<file path="src/rtl/lut_neuron_loader.sv">
// Run-time programmable truth-table neuron: a byte stream loads the table into
// distributed RAM, then registered single-cycle lookups read it back.
module lut_neuron_loader #(
    parameter int IN_BITS  = 8,
    parameter int OUT_BITS = 1
) (
    input  logic                clk,
    input  logic                rst,
    input  logic                load_start,
    input  logic [7:0]          s_data,
    input  logic                s_valid,
    input  logic                s_last,
    output logic                s_ready,
    output logic                load_done,
    output logic                load_err,
    output logic                table_valid,
    input  logic [IN_BITS-1:0]  lut_in,
    input  logic                lut_in_valid,
    output logic [OUT_BITS-1:0] lut_out,
    output logic                lut_out_valid
);

    localparam int ENTRIES = 2 ** IN_BITS;
    localparam int TBITS   = ENTRIES * OUT_BITS;
    localparam int BEATS   = TBITS / 8;
    localparam int CNT_W   = (BEATS > 1) ? $clog2(BEATS) : 1;
    localparam int AW      = $clog2(TBITS);

    localparam logic [CNT_W-1:0] LAST_BEAT = CNT_W'(BEATS - 1);

    localparam logic [1:0] IDLE   = 2'd0;
    localparam logic [1:0] LOAD   = 2'd1;
    localparam logic [1:0] ACTIVE = 2'd2;

    logic [1:0]       state;
    logic [CNT_W-1:0] beat_cnt;
    logic [TBITS-1:0] table_bits;
    logic             beat_fire;
    logic             lookup_fire;
    logic [AW-1:0]    wr_idx;
    logic [AW-1:0]    rd_idx;

    assign s_ready     = (state == LOAD);
    assign table_valid = (state == ACTIVE);

    // A load_start in the same cycle as a handshake wins: that beat is discarded.
    assign beat_fire   = s_ready && s_valid && !load_start;
    assign lookup_fire = table_valid && lut_in_valid && !load_start;

    assign wr_idx = AW'(beat_cnt) << 3;
    assign rd_idx = AW'(lut_in) * AW'(OUT_BITS);

    always_ff @(posedge clk or posedge rst) begin
        if (rst) begin
            state     <= IDLE;
            beat_cnt  <= '0;
            load_done <= 1'b0;
            load_err  <= 1'b0;
        end else begin
            load_done <= 1'b0;
            if (load_start) begin
                state    <= LOAD;
                beat_cnt <= '0;
                load_err <= 1'b0;
            end else if (beat_fire) begin
                if (beat_cnt == LAST_BEAT) begin
                    beat_cnt <= '0;
                    if (s_last) begin
                        state     <= ACTIVE;
                        load_done <= 1'b1;
                    end else begin
                        state    <= IDLE;
                        load_err <= 1'b1;
                    end
                end else if (s_last) begin
                    state    <= IDLE;
                    beat_cnt <= '0;
                    load_err <= 1'b1;
                end else begin
                    beat_cnt <= beat_cnt + 1'b1;
                end
            end
        end
    end

    // Table storage is deliberately left unreset so it maps onto distributed RAM.
    always_ff @(posedge clk) begin
        if (beat_fire) begin
            table_bits[wr_idx +: 8] <= s_data;
        end
    end

    always_ff @(posedge clk or posedge rst) begin
        if (rst) begin
            lut_out       <= '0;
            lut_out_valid <= 1'b0;
        end else begin
            lut_out_valid <= lookup_fire;
            if (lookup_fire) begin
                lut_out <= table_bits[rd_idx +: OUT_BITS];
            end
        end
    end

endmodule

</file>
<file path="config.mk">
export PLATFORM = sky130hd
export DESIGN_NAME = lut_neuron_loader
export DESIGN_NICKNAME = d
export VERILOG_FILES = /design/src/rtl/lut_neuron_loader.sv
export SDC_FILE = /design/constraint.sdc
export NUM_CORES = 1
export LEC_CHECK = 0
export CORE_ASPECT_RATIO = 1.5
export CORE_MARGIN = 3
export CORE_UTILIZATION = 62
export CTS_CLUSTER_DIAMETER = 100
export DETAILED_ROUTE_END_ITERATION = 12
export GPL_TIMING_DRIVEN = 1
export PLACE_DENSITY_LB_ADDON = 0.25
export SLEW_MARGIN = 25
export SYNTH_ARGS = -nofsm -noshare
export SYNTH_HDL_FRONTEND = slang
export SYNTH_SLANG_ARGS = --single-unit
</file>
<file path="constraint.sdc">
create_clock -name clk -period 3.75 [get_ports clk]
set_input_delay 0.375 -clock clk [delete_from_list [all_inputs] [get_ports clk]]
set_output_delay 0.375 -clock clk [all_outputs]
set_load 0.02 [all_outputs]
</file>
Yosys cells after proc, flatten, opt, wreduce, memory -nomap -nowiden
Index checks and enable logic that the tools add are counted.
{ "totals": {"elab_cells": 44, "output_inout_bits": 6, "input_bits": 22, "reg_bits": 267} }
{ "classes": {"n_mux": 19, "n_addsub": 2, "n_reduce_logical": 9, "shifts": 3, "n_eq_ne": 4} }
{ "op_table": {"columns": ["op", "n"], "rows": [
  ["256-bit bitwise mux", 1],
  ["8-bit by 10-bit variable shift with 256-bit output, first input constant", 1],
  ["256-bit by 9-bit indexed part select with 1-bit output", 1],
  ["8-bit by 10-bit indexed part select with 256-bit output", 1],
  ["5-bit two-way mux", 4],
  ["2-bit two-way mux", 5],
  ["8-bit negation with 10-bit output", 1],
  ["1-bit two-way mux", 9],
  ["5-bit by 1-bit adder with 5-bit output, second input constant", 1],
  ["5-bit == test, second input constant", 1],
  ["1-bit logical AND", 4],
  ["3-bit inequality test, second input constant", 1],
  ["3-bit AND reduction", 1],
  ["3-bit nonzero test", 1],
  ["2-bit by 1-bit == test with 1-bit output, second input constant", 1],
  ["2-bit == test, second input constant", 1],
  ["2-bit AND reduction", 1],
  ["2-bit nonzero test", 1],
  ["1-bit logical NOT", 1]
]} }

Depth between registers and ports, before layout
{ "depth": {"ltp_word": 5, "depth_mapped": 10} }

Least setup slack after synthesis
No wires, ideal clock.
{ "synth_timing": {"path_type": "reg2reg", "startpoint": "register beat_cnt[0] (netlist name)", "endpoint": "register table_bits[32], enable pin", "arrival_ps": 2411, "synth_period_minus_slack_ps": 2781, "required_time_ps": 3380, "setup_time_ps": 370, "setup_slack_ps": 969, "path_stages_with_launch": 10, "path_cell_list": "dfrtp_1 > clkbuf_1 > inv_1 > ha_1 > xor2_1 > nor2_1 > and2_0 > clkbuf_1 > nand2_1 > nor2_1"} }
{ "synth_rtl": {"columns": ["element", "line", "source"], "rows": [
  ["end signal, assigned by index", "89", "table_bits[wr_idx +: 8] <= s_data;"],
  ["end, declared", "37", "logic [TBITS-1:0] table_bits;"]
]} }

==> reports/metrics.yaml <==
die_w_um: 122
power.switching_mw: 1.29
p_leak_nw: 4.53
antenna_left: 0
outcome: "finished, final reports clean"
yosys.cell_types.count: 55
synth_edf_count: 256
cts_buffer_depth: 3
die_height_um: 180
hold_path.class: "in -> async"
htree_levels: 1
ios: 28
postCtsSetupBuffers: 0
insertedDiodeCount: 0
numPortBuffers: 27
fin_tns_setup_ns: 0
clock-sinks: 267
grtUsageTotal: 0.287
place_ws_ns: 0.666
critPathKind: "reg -> reg"
slew_headroom: 0.350
grt_pass1_vias: 8046
final_max_slew_viol_count: 0
ys_ff_latch: 267
gp_congestion: 0.924
postSynth.asyncResetShare: 0.0412
nets: 985
power.total_mw: 5.98
area_growth_pct: 9.22
critPathMaxFanout: 9
worstPathRequired_ns: 3.94
hpwl_mm: 21.1
core_um2: 19900
finalCriticalPeriod_ns: 3.13
synthFlopType: "edfxtp_1"
grt_pass1_wl_mm: 46.9
syn_nets: 979
yosysWarnings: 0
cts.clk_slew.worst_paths_ns: 0.07
antenna_found_initial: 0
p_clk_frac: 0.400
wire_per_inst_um: 24.7
multiInputGateArea_um2: 4170
ctsResizeCount: 0
dr_total_vias: 7975
worstMarginPinSlew_ns: 0.971
ff_latch_area_um2: 7960
final_min_period_over_clock_period: 0.836
avgViaCountPerCell: 6.46
drive_gt1_frac: 0.120
grt_max_degree: 56
fillers: 1396
setup_viol: 0
syn_inst: 951
peakVddDrop_mv: 0.320
dr.first_iter.drc_count: 963
hold_buffers: 0
ys_seq_area_frac: 0.634
firstDrtPassIters: 5
arrival_ns: 3.32
cellPowerDensity_nw_per_um2: 436
drt-total-wl_mm: 30.5
cts_tree: "yes"
finalHoldViolCount: 0
dieArea_um2: 22000
seq_power_share: 0.541
cts_root_buf: "clkbuf_16"
rr_worst_depth: 7
fmax_mhz: 319
p_int_mw: 4.69
maxCapViolCount: 0
synth_area_um2: 12600
critPathLaunchType: "register"
power_frac_comb: 0.060
cts_buffers: 24
gr-total-overflow: 0
setup_ws_ns: 0.615
cp-end-kind: "register"
skew_ns: 0.0119
synth_area_per_cell_um2: 13.2
swShare: 0.216
rsz0062_at_grt: "false"
rows: 63
drc: 0
clock_latency_ns: 0.53
start_util: 0.632
==> stage by stage <==
stage / std cells / hold slack (ns) / instance area, um^2 / utilization
2_1_floorplan: 951 / 0.227 / 12600 / -
3_3_place_gp: 1191 / 0.497 / 13000 / 0.652
3_5_place_dp: 1191 / 0.506 / 13000 / 0.652
4_1_cts: 1234 / 0.199 / 13700 / 0.690
5_1_grt: 1234 / 0.273 / 13700 / 0.690
6_report: 1234 / 0.205 / 13700 / 0.690
==> kinds of logic after synthesis <==
family | count (synthesis) | share of synthesized area
compound gates | 56 | 0.0311
xor+xnor | 4 | 0.00279
fa+ha+maj | 6 | 0.00598
buf+inv | 80 | 0.0335
flops | 267 | 0.634
mux | 81 | 0.122
simple gates | 457 | 0.170
==> cells in the final DEF (no fill, tap or decap), types with 19 or more instances in the layout <==
master and n:
clkbuf_16 25, nand2_1 43, edfxtp_1 256, and3_1 30, nor2_1 228, mux4_2 44
mux2i_1 19, buf_4 25, and2_1 67, nand3_1 41, clkdlybuf4s50_1 25
==> registers in the layout (all words and copies together) (netlist names) <==
register and flops:
beat_cnt 5, load_done 1, load_err 1, lut_out 1, lut_out_valid 1, state 2
table_bits 256
==> routing by layer <==
metal | GRT usage | vias up | share of wire
li1 | - | 3499 | -
met1 | 0.359 | 3941 | 0.35
met2 | 0.478 | 424 | 0.51
met3 | 0.0459 | 111 | 0.083
met4 | 0.156 | 0 | 0.065
met5 | 0 | - | 0
==> power groups by stage <==
stage          Sequential, mW  Clock [mW]  Combinational [mW]
6_report                 3.23        2.39               0.356
5_1_grt                  3.23        2.52               0.379
4_1_cts                  3.23        2.40               0.352
3_5_place_dp             3.30           0               0.351
3_3_place_gp             3.30           0               0.349
2_1_floorplan            3.30           0               0.222
==> worst paths after layout <==
kind / startpoint / to / slack [ns]
max in group asynchronous: rst / beat_cnt[2] / 3.16
hold / removal: rst / lut_out_valid / 0.20
setup / recovery: beat_cnt[1] / table_bits[136] / 0.62
hold reg to reg: load_err / load_err / 0.51
min in group clk: load_err / load_err / 0.51
setup reg to reg: beat_cnt[1] / table_bits[136] / 0.62
==> synthesized netlist by cell type (3+ instances only) <==
cell type  instances  share of area
o22ai_1            6         0.0030
mux4_2            44          0.079
o21ai_0           12         0.0048
o21ai_1            3         0.0012
buf_6              8         0.0072
a2111oi_0          4         0.0028
nand3_1           41          0.016
ha_1               6         0.0060
and3_1            30          0.015
mux2_2             8         0.0072
or3_1              3         0.0015
a211oi_1           4         0.0024
dfrtp_1           11          0.022
buf_2             13         0.0052
nor2_1           228          0.068
mux2i_1           19          0.015
edfxtp_1         256           0.61
nor3_1            12         0.0048
buf_1              5         0.0015
buf_4              3         0.0018
nand3b_1           3         0.0018
a31oi_1            3         0.0015
nor2b_1            9         0.0045
a22oi_1            7         0.0042
nand2_1           43          0.013
mux4_1            10          0.021
clkbuf_1          40          0.012
inv_1              9         0.0027
nand2b_1           9         0.0045
and2_1            67          0.033
==> critical path, stage by stage, from the launching register on <==
cell,delay (ns)
dfrtp_1,0.47
inv_1,0.11
ha_1,0.25
or4b_1,0.53
o21ai_0,0.36
nand2_1,0.23
nor2_1,0.41
and2_1,0.43
==> final cells by class <==
class,count,area share
Tap cell,260,0.0237
Multi-Input combinational cell,604,0.304
Clock buffer,27,0.0462
Clock inverter,16,0.00912
Sequential cell,267,0.581
Timing Repair Buffer,51,0.0334
Inverter,9,0.00246
No activity file was read; power rests on OpenSTA's default activity.
